File: config.mk
export PLATFORM = sky130hd
export DESIGN_NAME = branch_resolve
export DESIGN_NICKNAME = d
export VERILOG_FILES = /design/src/rtl/branch_pkg.sv /design/src/rtl/sat_counter.sv /design/src/rtl/branch_resolve.sv
export SDC_FILE = /design/constraint.sdc
export NUM_CORES = 1
export LEC_CHECK = 0
export BUFFER_PORTS_ARGS = -buffer_cell sky130_fd_sc_hd__buf_2
export CAP_MARGIN = 0
export CORE_UTILIZATION = 44
export DETAILED_ROUTE_END_ITERATION = 7
export GPL_TIMING_DRIVEN = 0
export PLACE_DENSITY = 0.77
export SYNTH_ARGS = -nofsm -noshare
export SYNTH_HDL_FRONTEND = slang
export SYNTH_SLANG_ARGS = --single-unit
File: constraint.sdc
create_clock -name clk -period 2.2 [get_ports clk]
set_clock_uncertainty 0.1 [all_clocks]
set_input_delay 0.44 -clock clk [delete_from_list [all_inputs] [get_ports clk]]
set_output_delay 0.44 -clock clk [all_outputs]
set_load 0.01 [all_outputs]
File: src/rtl/branch_pkg.sv
// Shared types for the branch-resolution unit.
// Address type, resolve FSM states and flush counter width.
package branch_pkg;

  localparam int ADDR_W      = 32;
  localparam int FLUSH_CNT_W = 4;

  typedef logic [ADDR_W-1:0] addr_t;

  typedef enum logic [0:0] {
    IDLE  = 1'b0,
    FLUSH = 1'b1
  } resolve_state_t;

endpackage

File: src/rtl/sat_counter.sv
// Saturating up-counter with synchronous active-high reset.
// Sticks at all-ones once reached.
module sat_counter #(
  parameter int WIDTH = 32
) (
  input  logic             clk,
  input  logic             reset,
  input  logic             inc,
  output logic [WIDTH-1:0] value
);

  logic [WIDTH-1:0] value_q;
  logic [WIDTH-1:0] value_d;

  // Next value: bump unless already saturated.
  always_comb begin
    value_d = value_q;
    if (inc && (value_q != {WIDTH{1'b1}}))
      value_d = value_q + {{(WIDTH-1){1'b0}}, 1'b1};
  end

  // Counter register.
  always_ff @(posedge clk) begin
    if (reset) value_q <= '0;
    else       value_q <= value_d;
  end

  assign value = value_q;

endmodule

File: src/rtl/branch_resolve.sv
// Execute-stage branch resolution: detects next-PC mispredicts,
// reports them to the frontend and squashes wrong-path work.
module branch_resolve
  import branch_pkg::*;
#(
  parameter int FLUSH_DEPTH = 2
) (
  input  logic        clk,
  input  logic        reset,
  input  logic        ex_valid,
  input  logic        ex_is_ctrl,
  input  logic [31:0] ex_pc,
  input  logic [31:0] ex_instr,
  input  logic [31:0] ex_pred_pc,
  input  logic [31:0] ex_actual_pc,
  output logic        miss,
  output logic [31:0] prev_pc,
  output logic [31:0] prev_instr,
  output logic [31:0] redirect_pc,
  output logic        flush,
  output logic [31:0] branch_count,
  output logic [31:0] miss_count
);

  resolve_state_t         state_q, state_d;
  logic [FLUSH_CNT_W-1:0] cnt_q, cnt_d;
  logic                   miss_q, miss_d;
  logic                   flush_q, flush_d;
  addr_t                  prev_pc_q, prev_pc_d;
  logic [31:0]            prev_instr_q, prev_instr_d;
  addr_t                  redirect_q, redirect_d;

  logic accept;
  logic mis;
  logic br_inc;

  assign accept = ex_valid && (state_q == IDLE);
  assign mis    = accept && (ex_pred_pc != ex_actual_pc);
  assign br_inc = accept && ex_is_ctrl;

  // FSM next-state: a mismatch arms the flush window, which
  // counts down and returns to IDLE after its last cycle.
  always_comb begin
    state_d      = state_q;
    cnt_d        = cnt_q;
    miss_d       = 1'b0;
    flush_d      = 1'b0;
    prev_pc_d    = prev_pc_q;
    prev_instr_d = prev_instr_q;
    redirect_d   = redirect_q;
    unique case (state_q)
      IDLE: begin
        if (mis) begin
          state_d      = FLUSH;
          cnt_d        = FLUSH_CNT_W'(FLUSH_DEPTH);
          miss_d       = 1'b1;
          flush_d      = 1'b1;
          prev_pc_d    = ex_pc;
          prev_instr_d = ex_instr;
          redirect_d   = ex_actual_pc;
        end
      end
      FLUSH: begin
        cnt_d = cnt_q - 1'b1;
        if (cnt_q == FLUSH_CNT_W'(1)) begin
          state_d = IDLE;
        end else begin
          flush_d = 1'b1;
        end
      end
      default: begin
        state_d = IDLE;
        cnt_d   = '0;
      end
    endcase
  end

  // FSM and report registers.
  always_ff @(posedge clk) begin
    if (reset) begin
      state_q      <= IDLE;
      cnt_q        <= '0;
      miss_q       <= 1'b0;
      flush_q      <= 1'b0;
      prev_pc_q    <= '0;
      prev_instr_q <= '0;
      redirect_q   <= '0;
    end else begin
      state_q      <= state_d;
      cnt_q        <= cnt_d;
      miss_q       <= miss_d;
      flush_q      <= flush_d;
      prev_pc_q    <= prev_pc_d;
      prev_instr_q <= prev_instr_d;
      redirect_q   <= redirect_d;
    end
  end

  sat_counter #(.WIDTH(32)) u_branch_cnt (
    .clk   (clk),
    .reset (reset),
    .inc   (br_inc),
    .value (branch_count)
  );

  sat_counter #(.WIDTH(32)) u_miss_cnt (
    .clk   (clk),
    .reset (reset),
    .inc   (mis),
    .value (miss_count)
  );

  assign miss        = miss_q;
  assign flush       = flush_q;
  assign prev_pc     = prev_pc_q;
  assign prev_instr  = prev_instr_q;
  assign redirect_pc = redirect_q;

endmodule

==> After elaboration in Yosys (flattened, before gate mapping) <==
Cells that the tools add are included.
{ "op_classes": {"add_sub_neg": 3, "eq_ne": 5, "mux": 5, "bitwise_logic": 1, "n_reduce_logical": 7} }
{ "op_table": {"columns": ["op", "n"], "rows": [
  ["$add 32x1->32 const B", 2],
  ["$ne 32x32->1 const B", 2],
  ["$ne 32x32->1", 1],
  ["$pmux 4 s2", 1],
  ["$logic_and 1x1->1", 5],
  ["$eq 4x1->1 const B", 1],
  ["$mux 4", 1],
  ["$sub 4x1->4 const B", 1],
  ["$mux 1", 2],
  ["$ne 2x1->1 const B", 1],
  ["$pmux 1 s2", 1],
  ["$reduce_and 2->1", 1],
  ["$reduce_or 2->1", 1],
  ["$not 1->1", 1]
]} }
{ "word_totals": {"register_bits": 166, "inputBits": 132, "output_inout_bits": 162, "elab_cells": 29} }

==> Depth between registers and ports, before layout <==
{ "depth": {"depth_word": 5, "mapped_depth": 9, "mapped_depth_nobuf": 7} }

==> Hierarchy <==
Synthesis repeated with hierarchy kept, for this count alone.
{ "hier_totals": {"cells_unflattened": 886, "hier_area_um2": 8195.4} }
{ "by_module_without_submodules": {"columns": ["module", "instances", "cells_each", "area_per_inst_um2", "seq_area_each_um2"], "rows": [
  ["branch_resolve", 1, 488, 4847.1, 2042.0],
  ["sat_counter", 2, 199, 1674.1, 640.6]
]} }

==> Worst setup path after synthesis <==
OpenSTA, ideal clock, no wires.
{ "synth_path": {"path_type": "flip-flop to flip-flop", "start": "register u_branch_cnt.value_q[0], in the netlist u_branch_cnt.value[0]", "end": "register u_branch_cnt.value_q[22], in the netlist u_branch_cnt.value[22]", "arrival_ns": 2.036, "required_ns": 1.977, "setup_slack_ns": -0.060, "path_stages_with_launch": 9, "n_path_buf": 1, "cell_sequence": "dfxtp_1 -> ha_1 -> nand4_1 -> nor4_1 -> and3b_1 -> buf_2 -> nor4_2 -> nand3_1 -> mux2_1"} }
{ "synth_between": {"elab_chain_cells": 2, "elab_cells_between_ends": 3, "classes_between": "add/sub: 1; eq/ne: 1; reduce/logical: 1"} }
{ "synth_lines": {"columns": ["element", "line_no", "source"], "rows": [
  ["start: declaration", "sat_counter.sv:12", "logic [WIDTH-1:0] value_q;"],
  ["start signal: assignment", "sat_counter.sv:25", "else value_q <= value_d;"],
  ["branches (longest 2 deep; another with $add 32x1->32)", null, null]
]} }
Parallel ways; which one is timed is not known.
A chain may end at the register's enable or synchronous reset.

==> Final worst setup path <==
{ "layout_path": {"start": "register u_miss_cnt.value_q[24], in the netlist u_miss_cnt.value[24]", "end": "register u_miss_cnt.value_q[29], in the netlist u_miss_cnt.value[29]"} }
{ "layout_between": {"elab_chain_cells": 2, "elab_cells_between_ends": 3, "classes_between": "add/sub: 1; eq/ne: 1; reduce/logical: 1"} }
{ "layout_lines": {"columns": ["element", "line_no"], "rows": [
  ["start: declaration", "sat_counter.sv:12"],
  ["start signal: assignment", "sat_counter.sv:25"],
  ["branches (longest 2 deep; another with $add 32x1->32)", null]
]} }
Parallel ways; which one is timed is not known.

==> results.sh <==
export IMPL_wirelength_um=24300
export IMPL_crit_fanout=7
export IMPL_critical_path_top_delay_family="simple AND/OR/NAND/NOR gates"
export IMPL_std_cell_rows=46
export IMPL_clockRootBuffer="clkbuf_16"
export IMPL_slowest_delay_ns=0.46
export IMPL_rsz0062_at_grt="yes"
export IMPL_slew_headroom=0.495
export IMPL_critPathLaunchType="flip-flop"
export IMPL_core_area_um2=16100
export IMPL_pin_count=294
export IMPL_cts_tree="built"
export IMPL_syn_nets=962
export IMPL_drtPass1Iterations=7
export IMPL_place_ws_ns=-0.711
export IMPL_numCtsBuffers=17
export IMPL_diodes=0
export IMPL_status="finished with violations"
export IMPL_crit_arrival_ns=2.47
export IMPL_via_count=7560
export IMPL_post_route_util=0.639
export IMPL_syn_cell_area_um2=7320
export IMPL_yosysWarnings=0
export IMPL_h_tree_depth=4
export IMPL_fin_nets=1299
export IMPL_hold_path_depth=3
export IMPL_slew_viol_final=0
export IMPL_p_seq_frac=0.435
export IMPL_violations="negative setup slack"
export IMPL_worstSetupPathType="flip-flop to flip-flop"
export IMPL_clk_latency_ns=0.43
export IMPL_die_area_um2=17200
export IMPL_wl_per_cell_um=17.5
export IMPL_cts_sinks=166
export IMPL_cp_data_required_time_ns=2.42
export IMPL_io_buffers=292
export IMPL_cp_slowest_cell="dfxtp_1"
export IMPL_start_util=0.456
export IMPL_pwr_density_cell_nw_per_um2=720
export IMPL_ys_flop_type="dfxtp_1"
export IMPL_syn_area_per_cell_um2=8.86
export IMPL_worstHoldStart="ex_pc[13]"
export IMPL_setup_viol=1
export IMPL_fp_dieH_um=131
export IMPL_fin_crit_ns=2.25
export IMPL_fillers=1326
export IMPL_ff2ff_path_depth=7
export IMPL_finalHoldViolCount=0
export IMPL_syn_inst=826
export IMPL_netlist_top_cell_by_area="dfxtp_1"
export IMPL_die_w_um=131
export IMPL_pwr_share_clk=0.445
export IMPL_setup_ws_ns=-0.0475
export IMPL_yosys_top_cells_area="dfxtp_1 45%, mux2i_1 8.9%, nor2_1 6.3%"
export IMPL_dp_cells=1334
export IMPL_gp_congestion=0.879
export IMPL_crit_chain="nand4_1, nor4_1, a31o_2, a2111oi_4, buf_4, and4_2, o21a_1"
export IMPL_min_path_type="input port to flip-flop"
export IMPL_setup_tns_ns=-0.0475
export IMPL_period_share=1.02
export IMPL_drc=0
export IMPL_critPathLaunch="u_miss_cnt.value[24]$_SDFFE_PP0P_"
export IMPL_cp_depth=7
export IMPL_maxCapViolCount=0
export IMPL_power_internal_mw=5.56
export IMPL_layoutNonFillerInstCount=1391
export IMPL_vias_per_cell=5.43
export IMPL_cts_path_max_buffers=2
export IMPL_cellLeakagePower_nw=4.65
export IMPL_first_iter_violations=596
export IMPL_critPathCaptureType="flip-flop"
export IMPL_hold_slack_ns=0.142
export IMPL_grt_pass1_wl_um=36000
export IMPL_antenna_left=0
export IMPL_design_area_um2=10300
export IMPL_timing_critical_path_buf_inv=1
export IMPL_placed_area_um2=9060
export IMPL_grt_ovfl_total=0
export IMPL_ys_async_sr_fraction=0
export IMPL_first_global_vias=6964
export IMPL_tightest_slew_ns=0.758
export IMPL_switching_share=0.248
export IMPL_dp_hpwl_um=17500
export IMPL_synth_top_area_frac=0.454
export IMPL_synth_seq_area_share=0.454
export IMPL_ys_types=61
export IMPL_vdd_drop_max_uv=530
export IMPL_switchingPower_mw=1.83
export IMPL_syn_to_final_growth_pct=40.2
export IMPL_finalPower_mw=7.39
export IMPL_drive_above_1_share=0.382
export IMPL_rr_startpoint="u_miss_cnt.value[24]$_SDFFE_PP0P_"
export IMPL_comb_power_share=0.120
export IMPL_grtUsageTotal=0.277
export IMPL_antenna_found_initial=0
export IMPL_synth_edf_count=0
export IMPL_clock_fmax_mhz=445
export IMPL_path_clk_slew_ns=0.06
export IMPL_grt_max_degree=17
export IMPL_synth_seq_cells=166
==> final timing paths <==
path	slack, ns	to
worst max-delay path	-0.05	u_miss_cnt.value[29]$_SDFFE_PP0P_
worst min-delay path	0.14	prev_pc[13]$_SDFFE_PP0P_
worst max register to register	-0.05	u_miss_cnt.value[29]$_SDFFE_PP0P_
worst min register to register	0.35	redirect_pc[3]$_SDFFE_PP0P_
==> layout make-up <==
type | count | area (um2) | share of cell area
buffer | 43 | 248 | 0.0241
tap | 216 | 270 | 0.0263
multi-input combinational | 602 | 4010 | 0.391
sequential | 166 | 3350 | 0.327
clock buffer | 19 | 443 | 0.0432
clock inverter | 12 | 200 | 0.0195
inverter | 14 | 52.6 | 0.00512
timing repair buffer | 319 | 1690 | 0.164
==> cell usage after synthesis (2+ instances only) <==
master,number
ha_1,4
nor3_1,14
o21ai_0,5
and2_0,2
mux2_1,6
or4_1,11
a31oi_1,2
nor4_2,6
and4_1,2
o21ai_1,3
and4_2,2
nand4_2,3
mux2_2,2
nand3b_1,4
and2_1,2
nor4_1,15
nand3_1,22
nand4_1,24
nor2b_1,8
mux2i_1,65
nand2_1,99
nor2_1,123
o31a_1,2
xnor2_1,21
a21oi_1,57
nand3_2,2
and3_1,6
buf_2,15
inv_1,14
or3_1,5
o21a_1,3
o31ai_1,14
dfxtp_1,166
xor2_1,42
clkbuf_1,28
nand4b_1,2
==> layout by cell type, fill, tap and decap left out, types with 5 or more instances in the layout <==
cell,count
dfxtp_1,149
a21oi_1,55
nor4_2,11
o21ai_0,5
nor4_4,6
inv_1,14
o31ai_1,13
or4_1,9
buf_4,34
clkbuf_16,18
nor2b_1,8
buf_2,293
xnor2_1,21
dfxtp_2,13
nand2_1,97
nor3_1,12
clkbuf_1,19
nand4_1,24
clkbuf_2,8
and3_1,6
nor4_1,5
bufinv_16,5
mux2i_1,65
or3_1,5
nor2_1,121
xor2_1,42
nand3_1,19
nand3_2,5
mux2_1,5
==> logic make-up after synthesis <==
group / synth area share
simple gates: 0.250
fa+ha+maj: 0.00684
compound gates: 0.0803
mux: 0.101
buf+inv: 0.0328
xor+xnor: 0.0754
flops: 0.454
==> state kept, by name (all words and copies together) (netlist names) <==
name / cells
prev_pc: 32
prev_instr: 32
miss: 1
u_miss_cnt.value: 32
flush: 1
u_branch_cnt.value: 32
redirect_pc: 32
cnt_q: 4
==> per-layer routing <==
metal	up-vias	wire (um)	GRT usage
met5	-	0	0
met4	0	908	0.119
met3	70	2090	0.0900
met2	384	11500	0.445
met1	3562	9780	0.339
li1	3544	-	-
==> power groups by stage <==
stage / clock [mW] / sequential [mW] / combinational, mW
after floorplan: 0 / 3.33 / 0.381
after global placement: 0 / 3.27 / 0.807
after detailed placement: 0 / 3.27 / 0.827
after CTS: 3.31 / 3.21 / 0.841
after global routing: 3.44 / 3.23 / 0.956
final: 3.29 / 3.21 / 0.886
==> worst reg2reg max path, stage by stage, from the launching register on <==
cell	delay (ns)
dfxtp_1	0.46
nand4_1	0.28
nor4_1	0.41
a31o_2	0.29
a2111oi_4	0.06
buf_4	0.17
and4_2	0.23
o21a_1	0.15
==> timing repair <==
item | in CTS | in global routing
buffers inserted | 8 | 18
setup endpoints to repair | 152 | 151
gates cloned | 0 | 1
resized for setup | 27 | 92
pin swaps | 10 | 21
hold buffers | 0 | 0
Power figures use the tool's default switching activity.
